$ cat config.mk
export PLATFORM = sky130hd
export DESIGN_NAME = alu_issue_ctrl
export DESIGN_NICKNAME = d
export VERILOG_FILES = /design/src/rtl/alu_issue_ctrl.sv
export SDC_FILE = /design/constraint.sdc
export NUM_CORES = 1
export LEC_CHECK = 0
export BUFFER_PORTS_ARGS = -buffer_cell sky130_fd_sc_hd__buf_2
export CORE_MARGIN = 8
export CORE_UTILIZATION = 32
export DETAILED_ROUTE_END_ITERATION = 7
export PLACE_DENSITY = 0.48
export SLEW_MARGIN = 10
export SYNTH_ARGS = -nofsm -noshare
export SYNTH_HDL_FRONTEND = slang
export SYNTH_SLANG_ARGS = --single-unit
$ cat constraint.sdc
create_clock -name clk -period 5.95 [get_ports clk]
set_clock_uncertainty 0.15 [all_clocks]
set_input_delay 1.19 -clock clk [delete_from_list [all_inputs] [get_ports clk]]
set_output_delay 1.19 -clock clk [all_outputs]
set_load 0.02 [all_outputs]
$ cat src/rtl/alu_issue_ctrl.sv
// rtl/alu_issue_ctrl.sv - operand fetch, issue and writeback controller for the 32-bit ALU
module alu_issue_ctrl #(
    parameter int NREGS = 8,
    parameter int XLEN  = 32
) (
    input  logic            clk,
    input  logic            rst_n,
    input  logic            cmd_valid,
    output logic            cmd_ready,
    input  logic [2:0]      cmd_op,
    input  logic [2:0]      cmd_rd,
    input  logic [2:0]      cmd_rs1,
    input  logic [2:0]      cmd_rs2,
    output logic [XLEN-1:0] alu_a,
    output logic [XLEN-1:0] alu_b,
    output logic [2:0]      alu_ctrl,
    input  logic [XLEN-1:0] alu_result,
    input  logic            alu_zero,
    output logic            rsp_valid,
    input  logic            rsp_ready,
    output logic [XLEN-1:0] rsp_data,
    output logic            rsp_zero,
    output logic [2:0]      rsp_rd,
    input  logic            host_we,
    input  logic [2:0]      host_addr,
    input  logic [XLEN-1:0] host_wdata,
    input  logic [2:0]      dbg_addr,
    output logic [XLEN-1:0] dbg_data
);

    typedef enum logic [1:0] {
        IDLE = 2'd0,
        EXEC = 2'd1,
        RESP = 2'd2
    } state_t;

    state_t          state;
    state_t          state_next;
    logic [XLEN-1:0] regs [NREGS];
    logic [2:0]      rd;
    logic            accept;

    assign cmd_ready = (state == IDLE);
    assign rsp_valid = (state == RESP);
    assign accept    = cmd_valid && cmd_ready;
    assign dbg_data  = (dbg_addr == 3'd0) ? '0 : regs[dbg_addr];

    always_ff @(posedge clk or negedge rst_n) begin
        if (!rst_n) begin
            state <= IDLE;
        end else begin
            state <= state_next;
        end
    end

    always_comb begin
        state_next = state;
        case (state)
            IDLE:    if (cmd_valid) state_next = EXEC;
            EXEC:    state_next = RESP;
            RESP:    if (rsp_ready) state_next = IDLE;
            default: state_next = IDLE;
        endcase
    end

    // Operand reads use pre-edge contents; a same-cycle host write is not bypassed.
    always_ff @(posedge clk or negedge rst_n) begin
        if (!rst_n) begin
            alu_a    <= '0;
            alu_b    <= '0;
            alu_ctrl <= '0;
            rd       <= '0;
        end else if (accept) begin
            alu_a    <= (cmd_rs1 == 3'd0) ? '0 : regs[cmd_rs1];
            alu_b    <= (cmd_rs2 == 3'd0) ? '0 : regs[cmd_rs2];
            alu_ctrl <= cmd_op;
            rd       <= cmd_rd;
        end
    end

    always_ff @(posedge clk or negedge rst_n) begin
        if (!rst_n) begin
            rsp_data <= '0;
            rsp_zero <= 1'b0;
            rsp_rd   <= '0;
        end else if (state == EXEC) begin
            rsp_data <= alu_result;
            rsp_zero <= alu_zero;
            rsp_rd   <= rd;
        end
    end

    // Writeback is assigned last so it wins a same-address collision with the host.
    always_ff @(posedge clk or negedge rst_n) begin
        if (!rst_n) begin
            for (int i = 0; i < NREGS; i++) begin
                regs[i] <= '0;
            end
        end else begin
            if (host_we && host_addr != 3'd0) begin
                regs[host_addr] <= host_wdata;
            end
            if (state == EXEC && rd != 3'd0) begin
                regs[rd] <= alu_result;
            end
        end
    end

endmodule
==> metrics.md, run 1 <==
| Metric | Value |
|---|---|
| GP Congestion | `0.782` |
| Critical path capture point type | `output pin` |
| Routed vias | `16132` |
| Core Region | `0.0613 mm2` |
| Final worst path period share | `a little over 70%` |
| WHS | `0.317 ns` |
| Crit-path slowest cell | `buf_4` |
| CTS tree | `yes` |
| DR DRC count | `0` |
| Net count, final | `~2100` |
| DRT antenna net count | `0` |
| WL final | `approximately 75 mm` |
| Placed cell area | `between 0.02 and 0.025 mm2` |
| Synth top area cells | `dfrtp_1 42%, mux2i_1 17%, mux2_2 8.1%, a21oi_1 3.7%, mux4_2 3.7%` |
| Final Hold Viols | `0` |
| CTS sink count | `about 330` |
| Setup TNS | `0 ns` |
| #FFs+latches synth | `roughly 330` |
| Clk_lat worst skew | `around 0.57 ns` |
| Initial Util | `approximately a third` |
| Share of cells above drive strength 1 | `between 20% and 30%` |
| Most instantiated cells after synthesis | `342 x mux2i_1, 332 x dfrtp_1, 167 x nand2_1, 146 x a21oi_1, 141 x mux2_2` |
| Die span in y | `264 um` |
| Status | `completed` |
| Rows | `slightly above 90` |
| Gr ovfl total | `0` |
| Crit path largest cell delay | `~0.55 ns` |
| Worst rel slew slack | `30.6%` |
| Synth Flop Type | `dfrtp_1` |
| PD cells | `502 mW/mm2` |
| Critical Path AT | `2.96 ns` |
| Final slew viol count | `0` |
| Register area share after synthesis | `about 42%` |
| # setup viols final | `0` |
| Die area | `about 0.070 mm2` |
| Via-per-instance ratio | `between 5 and 6` |
| Average size of a mapped cell | `~10 um2` |
| Netlist Area Pre-Place | `about 0.020 mm2` |
| RSZ-0062 raised after global routing | `no` |
| Post-DP HPWL | `roughly 45 mm` |
| Cell breakdown of the critical path | `buf_4 > buf_4 > mux2_2 > a221oi_1 > a21oi_1 > buf_2` |
| WP buf/inv | `3` |
| Post-synth cell types | `37` |
| IO Count | `around 230` |
| Largest net degree at the start of global routing | `95` |
| Maximum vdd ir drop | `0.000235 V` |
| Clk slew on worst S/H paths | `approximately 0.05 ns` |
| Min cycle time layout | `about 4.3 ns` |
| Syn nets | `around 2000` |
| MaxCap Viol Count | `0` |
| Initial drt markers | `around 1400` |
| Synth warnings | `0` |
| Asr flop ratio synth | `100%` |
| Wire per inst | `approximately 27 um` |
| Share of the synthesized area in the top cell type | `between 40% and 50%` |
| Cell count after synthesis | `around 1900` |
| Max H-tree Level | `2` |
| Leakage Power | `just over 0.01 uW` |
| GRT Util Overall | `around a fifth` |
| Initial antenna violation count | `4` |
| Critical path class | `in -> out` |
| Cell area after layout | `0.0226 mm2` |
| Worst Tran Pin Value | `between 1 and 1.5 ns` |
| Startpoint types | `primary input` |
| Crit-path max FO | `34` |
| Synth-to-Final Area Change | `15.1%` |
| Vias in the first global route | `16374` |
| Hold-fix buffers, CTS | `0` |
| Die width | `between 200 and 300 um` |
| Pre-Repair DR Iteration Count | `6` |
| Post-synth EDFFs | `0` |
| Crit path required time | `between 4 and 5 ns` |
| Total CTS buffers | `between 40 and 50` |
| Most used cell, CP | `buf_4` |
| F_max | `232 MHz` |
| Most frequent cell after synthesis | `mux2i_1` |
| First-pass GRT wire length | `between 100 and 150 mm` |
| Area leader, netlist | `dfrtp_1` |
| Root Buffer | `clkbuf_16` |
| Max Root-Sink Buffers | `3` |
| Post-cts repair resize count | `0` |
| Crit path max-delay family | `buffers and inverters` |
| Post-CTS Setup Bufs | `0` |
| HP Class | `reg -> reg` |
| I/O Buffers | `224` |
[through the flow]
| stage | util [%] | total power [uW] | setup slack (ns) | cells |
|---|---|---|---|---|
| after floorplan | - | 7290 | 2.14 | 1906 |
| after global placement | 34.7 | 8730 | 1.64 | 2754 |
| after detailed placement | 34.7 | 8840 | 1.65 | 2754 |
| after CTS | 37.0 | 11500 | 1.65 | 2831 |
| after global routing | 37.0 | 12100 | 1.55 | 2831 |
| final | 37.0 | 11400 | 1.65 | 2834 |
[power by group]
group          leakage [uW]  internal [uW]  switching, uW
sequential          0.00392           3400           1120
combinational       0.00553           1980           2300
clock              0.000683           1500           1050
total                0.0101           6880           4480
[layout make-up]
type,instances,area [um2]
Inverter,34,130
Fill cell,6098,38600
Antenna cell,3,7.51
Tap cell,790,988
Sequential cell,332,8310
Clock buffer,62,1250
Multi-Input combinational cell,1334,10400
Timing Repair Buffer,264,1500
Clock inverter,15,111
[registers in the layout, summed over array words and instances (netlist names), 2 cells and up]
signal / count
alu_a: 32
alu_b: 32
alu_ctrl: 3
rd: 3
regs: 224
rsp_data: 32
rsp_rd: 3
state: 2
[logic make-up (layout without fill, tap and decap cells)]
| logic type | Yosys count | in the layout | share of synthesized area [%] |
|---|---|---|---|
| mux | 515 | 515 | 29.1 |
| compound gates | 499 | 499 | 16.4 |
| flops | 332 | 332 | 42.2 |
| other cells | 0 | 3 | 0 |
| buf+inv | 240 | 375 | 5.55 |
| simple gates | 320 | 320 | 6.67 |
[worst register-to-register path, delay by kind of cell (launching register included)]
kind | cells | cell delay (ns)
buffers and inverters | 1 | 0.65
and+or+nand+nor | 2 | 0.94
AOI/OAI and AO/OA | 1 | 0.21
DFF | 1 | 0.52
[worst paths after layout]
path                        startpoint           end  slack, ns  cells after the start
hold reg to reg              alu_b[18]     alu_b[18]       0.32                      2
setup / recovery           dbg_addr[1]  dbg_data[22]       1.65                      6
max in group asynchronous        rst_n     regs[168]       3.79                      2
setup reg to reg                 rd[2]      regs[35]       3.34                      4
hold / removal               alu_b[18]     alu_b[18]       0.32                      2
min in group asynchronous        rst_n  rsp_data[26]       0.50                      1
[placed cells by master, fill, tap and decap left out, drive strengths merged, types with 3 or more instances in the layout]
| master | n |
|---|---|
| mux2i | 342 |
| dfrtp | 332 |
| buf | 264 |
| nand2 | 167 |
| a21oi | 146 |
| mux2 | 141 |
| o21ai | 129 |
| nor2 | 128 |
| clkbuf | 62 |
| a221oi | 48 |
| o221ai | 48 |
| o22a | 48 |
| inv | 37 |
| mux4 | 32 |
| a22oi | 30 |
| a211oi | 18 |
| o22ai | 14 |
| o31ai | 14 |
| clkinv | 11 |
| nor2b | 5 |
| nand2b | 4 |
| diode | 3 |
| nand4b | 3 |
[metal layers]
layer | routed length [um] | vias to the layer above | global-route usage [%]
met5 | 22 | - | 0
met4 | 1510 | 4 | 5.29
met3 | 4430 | 109 | 3.69
met2 | 35400 | 543 | 34.2
met1 | 34000 | 8218 | 28.9
li1 | - | 7258 | -
(Power assumes the default switching activity.)
==> inputs of run 2 (changes only) <==
--- a/config.mk
+++ b/config.mk
@@ -9,7 +9,7 @@
 export CORE_MARGIN = 8
 export CORE_UTILIZATION = 32
 export DETAILED_ROUTE_END_ITERATION = 7
-export PLACE_DENSITY = 0.48
+export PLACE_DENSITY = 0.5
 export SLEW_MARGIN = 10
 export SYNTH_ARGS = -nofsm -noshare
 export SYNTH_HDL_FRONTEND = slang
==> constraint.sdc (replaced) <==
create_clock -name clk -period 3.63 [get_ports clk]
set_clock_uncertainty 0.15 [all_clocks]
set_input_delay 0.726 -clock clk [delete_from_list [all_inputs] [get_ports clk]]
set_output_delay 0.726 -clock clk [all_outputs]
set_load 0.02 [all_outputs]
==> run 2 against run 1 <==
The flow now finishes with violations (negative hold slack). Non-clock buffer count rose by 24. Sequential cell count unchanged. Die area did not move. Register-to-register slack got worse by 2.1 ns. Critical path type unchanged. Critical endpoint is now dbg_data[31]. Largest cell class unchanged.
==> metrics.md, run 2 (synthesis results as in run 1) <==
| Metric | Value |
|---|---|
| Status | `finished with violations` |
| Violated checks | `negative hold slack` |
| Critical path capture point type | `output pin` |
| Most used routing layer in global routing | `met2` |
| Met2 Use GR | `34.1% (-0.11 points)` |
| Met1 Use GR | `28.4% (-0.53 points)` |
| Leakage Power | `0.0103 uW (+1.6%)` |
| Setup TNS | `0 ns (unchanged)` |
| DRT antenna net count | `0 (unchanged)` |
| Final Hold Viols | `2 (+2)` |
| Design Power | `18700 uW (+65%)` |
| Commonest cells after routing, fill and taps aside | `342 x mux2i_1, 332 x dfrtp_1, 219 x buf_2` |
| I/O Buffers | `224 (unchanged)` |
| Grt met3 use | `3.90% (+0.20 points)` |
| Register area | `0.00831 mm2 (unchanged)` |
| MaxCap Viol Count | `0 (unchanged)` |
| Clk slew on worst S/H paths | `0.05 ns (about the same)` |
| WHS | `-0.0222 ns (-0.339 ns)` |
| CTS sink count | `332 (unchanged)` |
| Wire per inst | `26.5 um (-0.37%)` |
| R2R Setup Slk | `1.29 ns (-2.05 ns)` |
| Crit path required time | `2.75 ns (-1.86 ns)` |
| Initial antenna violation count | `10 (+6)` |
| Worst Tran Pin Value | `1.02 ns (-0.0202 ns)` |
| Routed vias | `16325 (+1.2%)` |
| Maximum vdd ir drop | `0.000386 V (+64%)` |
| Commonest non-fill, non-tap cell in the layout | `mux2i_1` |
| CTS tree | `yes` |
| # setup viols final | `0 (unchanged)` |
| Final worst path period share | `between 80 and 90%` |
| Worst rel slew slack | `30.2% (-0.41 points)` |
| Critical path class | `in -> out` |
| Crit-path max FO | `40 (+18%)` |
| Startpoint types | `primary input` |
| DR DRC count | `0 (unchanged)` |
| HP Class | `in -> async` |
| Cell area after layout | `0.0230 mm2 (+1.5%)` |
| CP startpoint | `dbg_addr[1]` |
| Fill cells | `6098 (unchanged)` |
| Die width | `264 um (unchanged)` |
| Post-cts repair resize count | `0 (unchanged)` |
| Net count, final | `2120 (+1.1%)` |
| Total CTS buffers | `42 (-2.3%)` |
| GRT Util Overall | `21.2% (+0.14 points)` |
| Gr ovfl total | `0 (unchanged)` |
| Post-DP HPWL | `45.9 mm (+3.1%)` |
| GP Congestion | `0.803 (+2.8%)` |
| IO Count | `225 (unchanged)` |
| Clk_lat worst skew | `0.57 ns (about the same)` |
| First-pass GRT wire length | `112 mm (about the same)` |
| Pre-Repair DR Iteration Count | `7 (+1)` |
| WL final | `75.6 mm (+0.33%)` |
| Sw Ratio | `38.9% (-0.53 points)` |
| Vias in the first global route | `16593 (+1.3%)` |
| Largest net degree at the start of global routing | `80 (-16%)` |
| Max H-tree Level | `2 (unchanged)` |
| Rows | `91 (unchanged)` |
| Die span in y | `264 um (unchanged)` |
| Gate power share | `37.7% (about the same)` |
| Hold-fix buffers, CTS | `0 (unchanged)` |
| Die area | `0.0697 mm2 (unchanged)` |
| Max Root-Sink Buffers | `3 (unchanged)` |
| Internal power | `11400 uW (+66%)` |
| F_max | `~320 MHz` |
| Synth-to-Final Area Change | `16.9%` |
| PD cells | `814 mW/mm2 (+62%)` |
| Core Region | `0.0613 mm2 (unchanged)` |
| Initial Util | `32.1% (unchanged)` |
| Min cycle time layout | `~3.1 ns` |
| Root Buffer | `clkbuf_16` |
| P_sw | `7280 uW (+62%)` |
| Via-per-instance ratio | `5.72 (+0.49%)` |
| FF-to-FF Start | `state[1]` |
| RSZ-0062 raised after global routing | `no` |
| Post-CTS Setup Bufs | `0 (unchanged)` |
| Share of cells above drive strength 1 | `26.2% (+0.53 points)` |
| Placed cell area | `0.0216 mm2 (+1.5%)` |
| Multi-input combinational cell area | `0.0104 mm2 (about the same)` |
| Initial drt markers | `1209 (-15%)` |
| Largest register FFs | `224 (unchanged)` |
| Sequential Power Share | `39.6% (-0.2 points)` |
| Clk pwr share | `22.6% (about the same)` |
| Reg with most FFs | `regs` |
| Final slew viol count | `0 (unchanged)` |
| Critical Path AT | `2.23 ns (-0.73 ns)` |
==> run 2: cell types whose count changed in the layout (fill, tap and decap cells not counted) <==
cell,delta
buf_4,+12
buf_12,+11
clkinv_2,-9
clkbuf_1,+4
inv_6,-3
clkbuf_16,+2
clkbuf_8,+2
buf_6,+1
or3_2,-1
or3_4,+1
==> run 2: area by class of cell <==
type                            count  share of cell area, %
Inverter                           34                  0.566
Multi-Input combinational cell   1334                   45.1
Sequential cell                   332                   36.1
Timing Repair Buffer              288                   7.90
Tap cell                          790                   4.30
Antenna cell                        3                 0.0327
Clock inverter                      3                  0.174
Clock buffer                       70                   5.83
==> run 2: power by group through the flow <==
stage / clock [uW] / sequential, uW / combinational (uW)
global placement: 0 / 7360 / 6970
CTS: 4360 / 7370 / 7140
detailed placement: 0 / 7410 / 7130
finish: 4240 / 7420 / 7060
floorplan: 0 / 7510 / 4440
global route: 4500 / 7670 / 7740
==> run 2: metrics by stage <==
stage / hold WS, ns / utilization (%) / cells / setup slack [ns]
5_1_grt: 0.0683 / 37.5 / 2852 / 0.459
4_1_cts: 0.0271 / 37.5 / 2851 / 0.541
2_1_floorplan: 0.280 / - / 1906 / 0.748
6_report: -0.0222 / 37.5 / 2854 / 0.527
3_5_place_dp: 0.315 / 35.3 / 2778 / 0.568
3_3_place_gp: 0.305 / 35.3 / 2778 / 0.567
==> run 2: critical path, stage by stage <==
cell	delay [ns]
buf_4	0.13
buf_12	0.29
mux2_2	0.37
a221oi_1	0.31
a21oi_1	0.16
buf_2	0.21
==> run 2: final timing paths <==
| path | endpoint | cells past startpoint |
|---|---|---|
| setup / recovery | dbg_data[31] | 6 |
| hold / removal | rsp_data[24] | 1 |
| setup reg to reg | regs[144] | 4 |
| hold reg to reg | alu_ctrl[1] | 2 |
| max in group asynchronous | alu_a[27] | 2 |
| min in group clk | alu_ctrl[2] | 3 |
==> run 2: metal layers <==
| layer | vias up | part of all wire (%) | routed length (um) |
|---|---|---|---|
| met1 | 8284 | 44 | 33400 |
| met4 | 10 | 3.2 | 2430 |
| li1 | 7280 | - | - |
| met5 | - | 0.090 | 68 |
| met2 | 594 | 46 | 35000 |
| met3 | 157 | 6.2 | 4720 |
==> inputs of run 3 (changes only) <==
--- a/config.mk
+++ b/config.mk
@@ -5,11 +5,12 @@
 export SDC_FILE = /design/constraint.sdc
 export NUM_CORES = 1
 export LEC_CHECK = 0
+export ABC_CLOCK_PERIOD_IN_PS = 3100
 export BUFFER_PORTS_ARGS = -buffer_cell sky130_fd_sc_hd__buf_2
 export CORE_MARGIN = 8
 export CORE_UTILIZATION = 32
 export DETAILED_ROUTE_END_ITERATION = 7
-export PLACE_DENSITY = 0.5
+export PLACE_DENSITY = 0.48
 export SLEW_MARGIN = 10
 export SYNTH_ARGS = -nofsm -noshare
 export SYNTH_HDL_FRONTEND = slang
==> constraint.sdc (replaced) <==
create_clock -name clk -period 3.1 [get_ports clk]
set_clock_uncertainty 0.15 [all_clocks]
set_input_delay 0.62 -clock clk [delete_from_list [all_inputs] [get_ports clk]]
set_output_delay 0.62 -clock clk [all_outputs]
set_load 0.02 [all_outputs]
==> run 3 against run 2 <==
The run now ends clean. Highest routed layer unchanged. Critical path type unchanged. Register-to-register slack worse by 0.52 ns. Sequential cell count unchanged. Clock power increased by 21%. Die area unchanged.
==> metrics.md, run 3 (synthesis results as in run 1) <==
| Metric | Value |
|---|---|
| Crit-path max FO | `21 (-48%)` |
| # setup viols final | `0 (unchanged)` |
| Total CTS buffers | `43 (+2.4%)` |
| IO Count | `225 (unchanged)` |
| Sw Ratio | `39.2% (+0.30 points)` |
| Root Buffer | `clkbuf_16` |
| CTS tree | `yes` |
| Gr ovfl total | `0 (unchanged)` |
| Max H-tree Level | `2 (unchanged)` |
| Die width | `264 um (unchanged)` |
| Leakage Power | `0.0105 uW (+1.7%)` |
| I/O Buffers | `224 (unchanged)` |
| Gate power share | `37.5% (-0.2 points)` |
| GP Congestion | `0.820 (+2.1%)` |
| Via-per-instance ratio | `5.67 (-0.83%)` |
| Cell area after layout | `0.0234 mm2 (+1.6%)` |
| Initial drt markers | `1202 (-0.58%)` |
| Hold path depth | `3` |
| HP Start | `cmd_op[0]` |
| Wire per inst | `27.0 um (+2.1%)` |
| RSZ-0062 raised after global routing | `no` |
| Share of cells above drive strength 1 | `27.1% (+0.84 points)` |
| Final worst path period share | `between 90 and 100%` |
| Cell breakdown of the critical path | `buf_4 > nor2b_4 > buf_12 > a221oi_1 > a21oi_1 > buf_2` |
| Internal power | `13500 uW (+18%)` |
| Commonest cells after routing, fill and taps aside | `342 x mux2i_1, 332 x dfrtp_1, 219 x buf_2` |
| Maximum vdd ir drop | `0.000524 V (+36%)` |
| Core Region | `0.0613 mm2 (unchanged)` |
| Reg with most FFs | `regs` |
| DR DRC count | `0 (unchanged)` |
| P_sw | `8720 uW (+20%)` |
| Synth-to-Final Area Change | `18.8%` |
| Sequential Power Share | `39.4% (-0.2 points)` |
| Post-CTS Setup Bufs | `0 (unchanged)` |
| Status | `completed` |
| PD cells | `953 mW/mm2 (+17%)` |
| Routed vias | `16314 (-0.067%)` |
| Vias in the first global route | `16781 (+1.1%)` |
| Clk slew on worst S/H paths | `0.06 ns (about the same)` |
| Final Hold Viols | `0 (-2)` |
| Critical path class | `in -> out` |
| Startpoint types | `primary input` |
| First-pass GRT wire length | `115 mm (+2.6%)` |
| Placed cell area | `0.0219 mm2 (+1.4%)` |
| Crit path required time | `2.33 ns (-0.42 ns)` |
| Largest net degree at the start of global routing | `70 (-13%)` |
| Critical Path AT | `2.23 ns (about the same)` |
| Register-to-Register Path Depth | `6 (+2)` |
| Net count, final | `2137 (+0.80%)` |
| Post-DP HPWL | `47.3 mm (+3.1%)` |
| Clk pwr share | `23.1% (+0.5 points)` |
| Rows | `91 (unchanged)` |
| Min cycle time layout | `~3 ns` |
| HP Class | `in -> reg` |
| Clk_lat worst skew | `0.57 ns (about the same)` |
| GRT Util Overall | `21.7% (+0.49 points)` |
| Initial Util | `32.1% (unchanged)` |
| CTS sink count | `332 (unchanged)` |
| Critical path capture point type | `output pin` |
| Crit path largest cell delay | `0.35 ns (-0.02 ns)` |
| Setup TNS | `0 ns (unchanged)` |
| CP startpoint | `dbg_addr[1]` |
| Worst Tran Pin Value | `1.02 ns (+0.00366 ns)` |
| Die span in y | `264 um (unchanged)` |
| Max Root-Sink Buffers | `3 (unchanged)` |
| Pre-Repair DR Iteration Count | `6 (-1)` |
| Largest register FFs | `224 (unchanged)` |
| Die area | `0.0697 mm2 (unchanged)` |
| WL final | `77.7 mm (+2.8%)` |
| Worst rel slew slack | `31.7% (+1.5 points)` |
| F_max | `roughly 330 MHz` |
| Post-cts repair resize count | `0 (unchanged)` |
| Initial antenna violation count | `5 (-5)` |
| FF-to-FF Start | `state[0]` |
| Crit-path slowest cell | `a21oi_1` |
| Hold-fix buffers, CTS | `1 (+1)` |
| MaxCap Viol Count | `0 (unchanged)` |
| WHS | `0.0859 ns (+0.108 ns)` |
| Final slew viol count | `0 (unchanged)` |
| Commonest non-fill, non-tap cell in the layout | `mux2i_1` |
| DRT antenna net count | `0 (unchanged)` |
| Design Power | `22300 uW (+19%)` |
## run 3: cell types whose count changed in the layout (fill, tap and decap cells not counted), sizes merged
cell	change
buf	+15
diode	+1
clkinvlp	+1
clkinv	+5
clkbuf	-3
bufinv	+1
dlygate4sd3	+1
inv	+1
## run 3: layer usage
metal	global-route usage, %	vias to the layer above	routed length, um
met5	0	-	13
met4	7.17	2	2410
met3	4.70	151	5050
met2	34.9	596	35900
met1	28.8	8245	34300
li1	-	7320	-
## run 3: cell type report
class                   instances  area (um2)
repair buffers                304        2120
inverters                      34         130
clock buffers                  67        1330
flip-flops and latches        332        8310
multi-input cells            1334       10400
clock inverters                11         111
well taps                     790         988
diodes                          4        10.0
fillers                      6072       37900
## run 3: power groups by stage
| stage | logic [uW] | clock network [uW] | registers, uW |
|---|---|---|---|
| 5_1_grt | 9160 | 5440 | 9060 |
| 6_report | 8340 | 5140 | 8780 |
| 2_1_floorplan | 5190 | 0 | 8790 |
| 4_1_cts | 8450 | 5290 | 8710 |
| 3_3_place_gp | 8260 | 0 | 8720 |
| 3_5_place_dp | 8430 | 0 | 8750 |
## run 3: worst paths after layout
| path | to | slack (ns) |
|---|---|---|
| min in group asynchronous | rsp_data[26] | 0.47 |
| max | dbg_data[28] | 0.10 |
| max in group asynchronous | alu_a[1] | 1.38 |
| max reg2reg | alu_b[31] | 0.77 |
| min | alu_ctrl[0] | 0.09 |
| min reg2reg | alu_ctrl[2] | 0.32 |
## run 3: per-stage QoR
stage	worst slack [ns]	cells	utilization [%]
6_report	0.105	2876	38.1
5_1_grt	0.0146	2874	38.1
4_1_cts	0.151	2872	38.1
3_5_place_dp	0.157	2793	35.7
3_3_place_gp	0.170	2793	35.7
2_1_floorplan	0.430	1906	-
## run 3: critical path: cells and delay by family
family / cells / cell delay, ns
AND/OR/NAND/NOR: 1 / 0.29
buffers and inverters: 3 / 0.82
AO/OA/AOI/OAI: 2 / 0.47
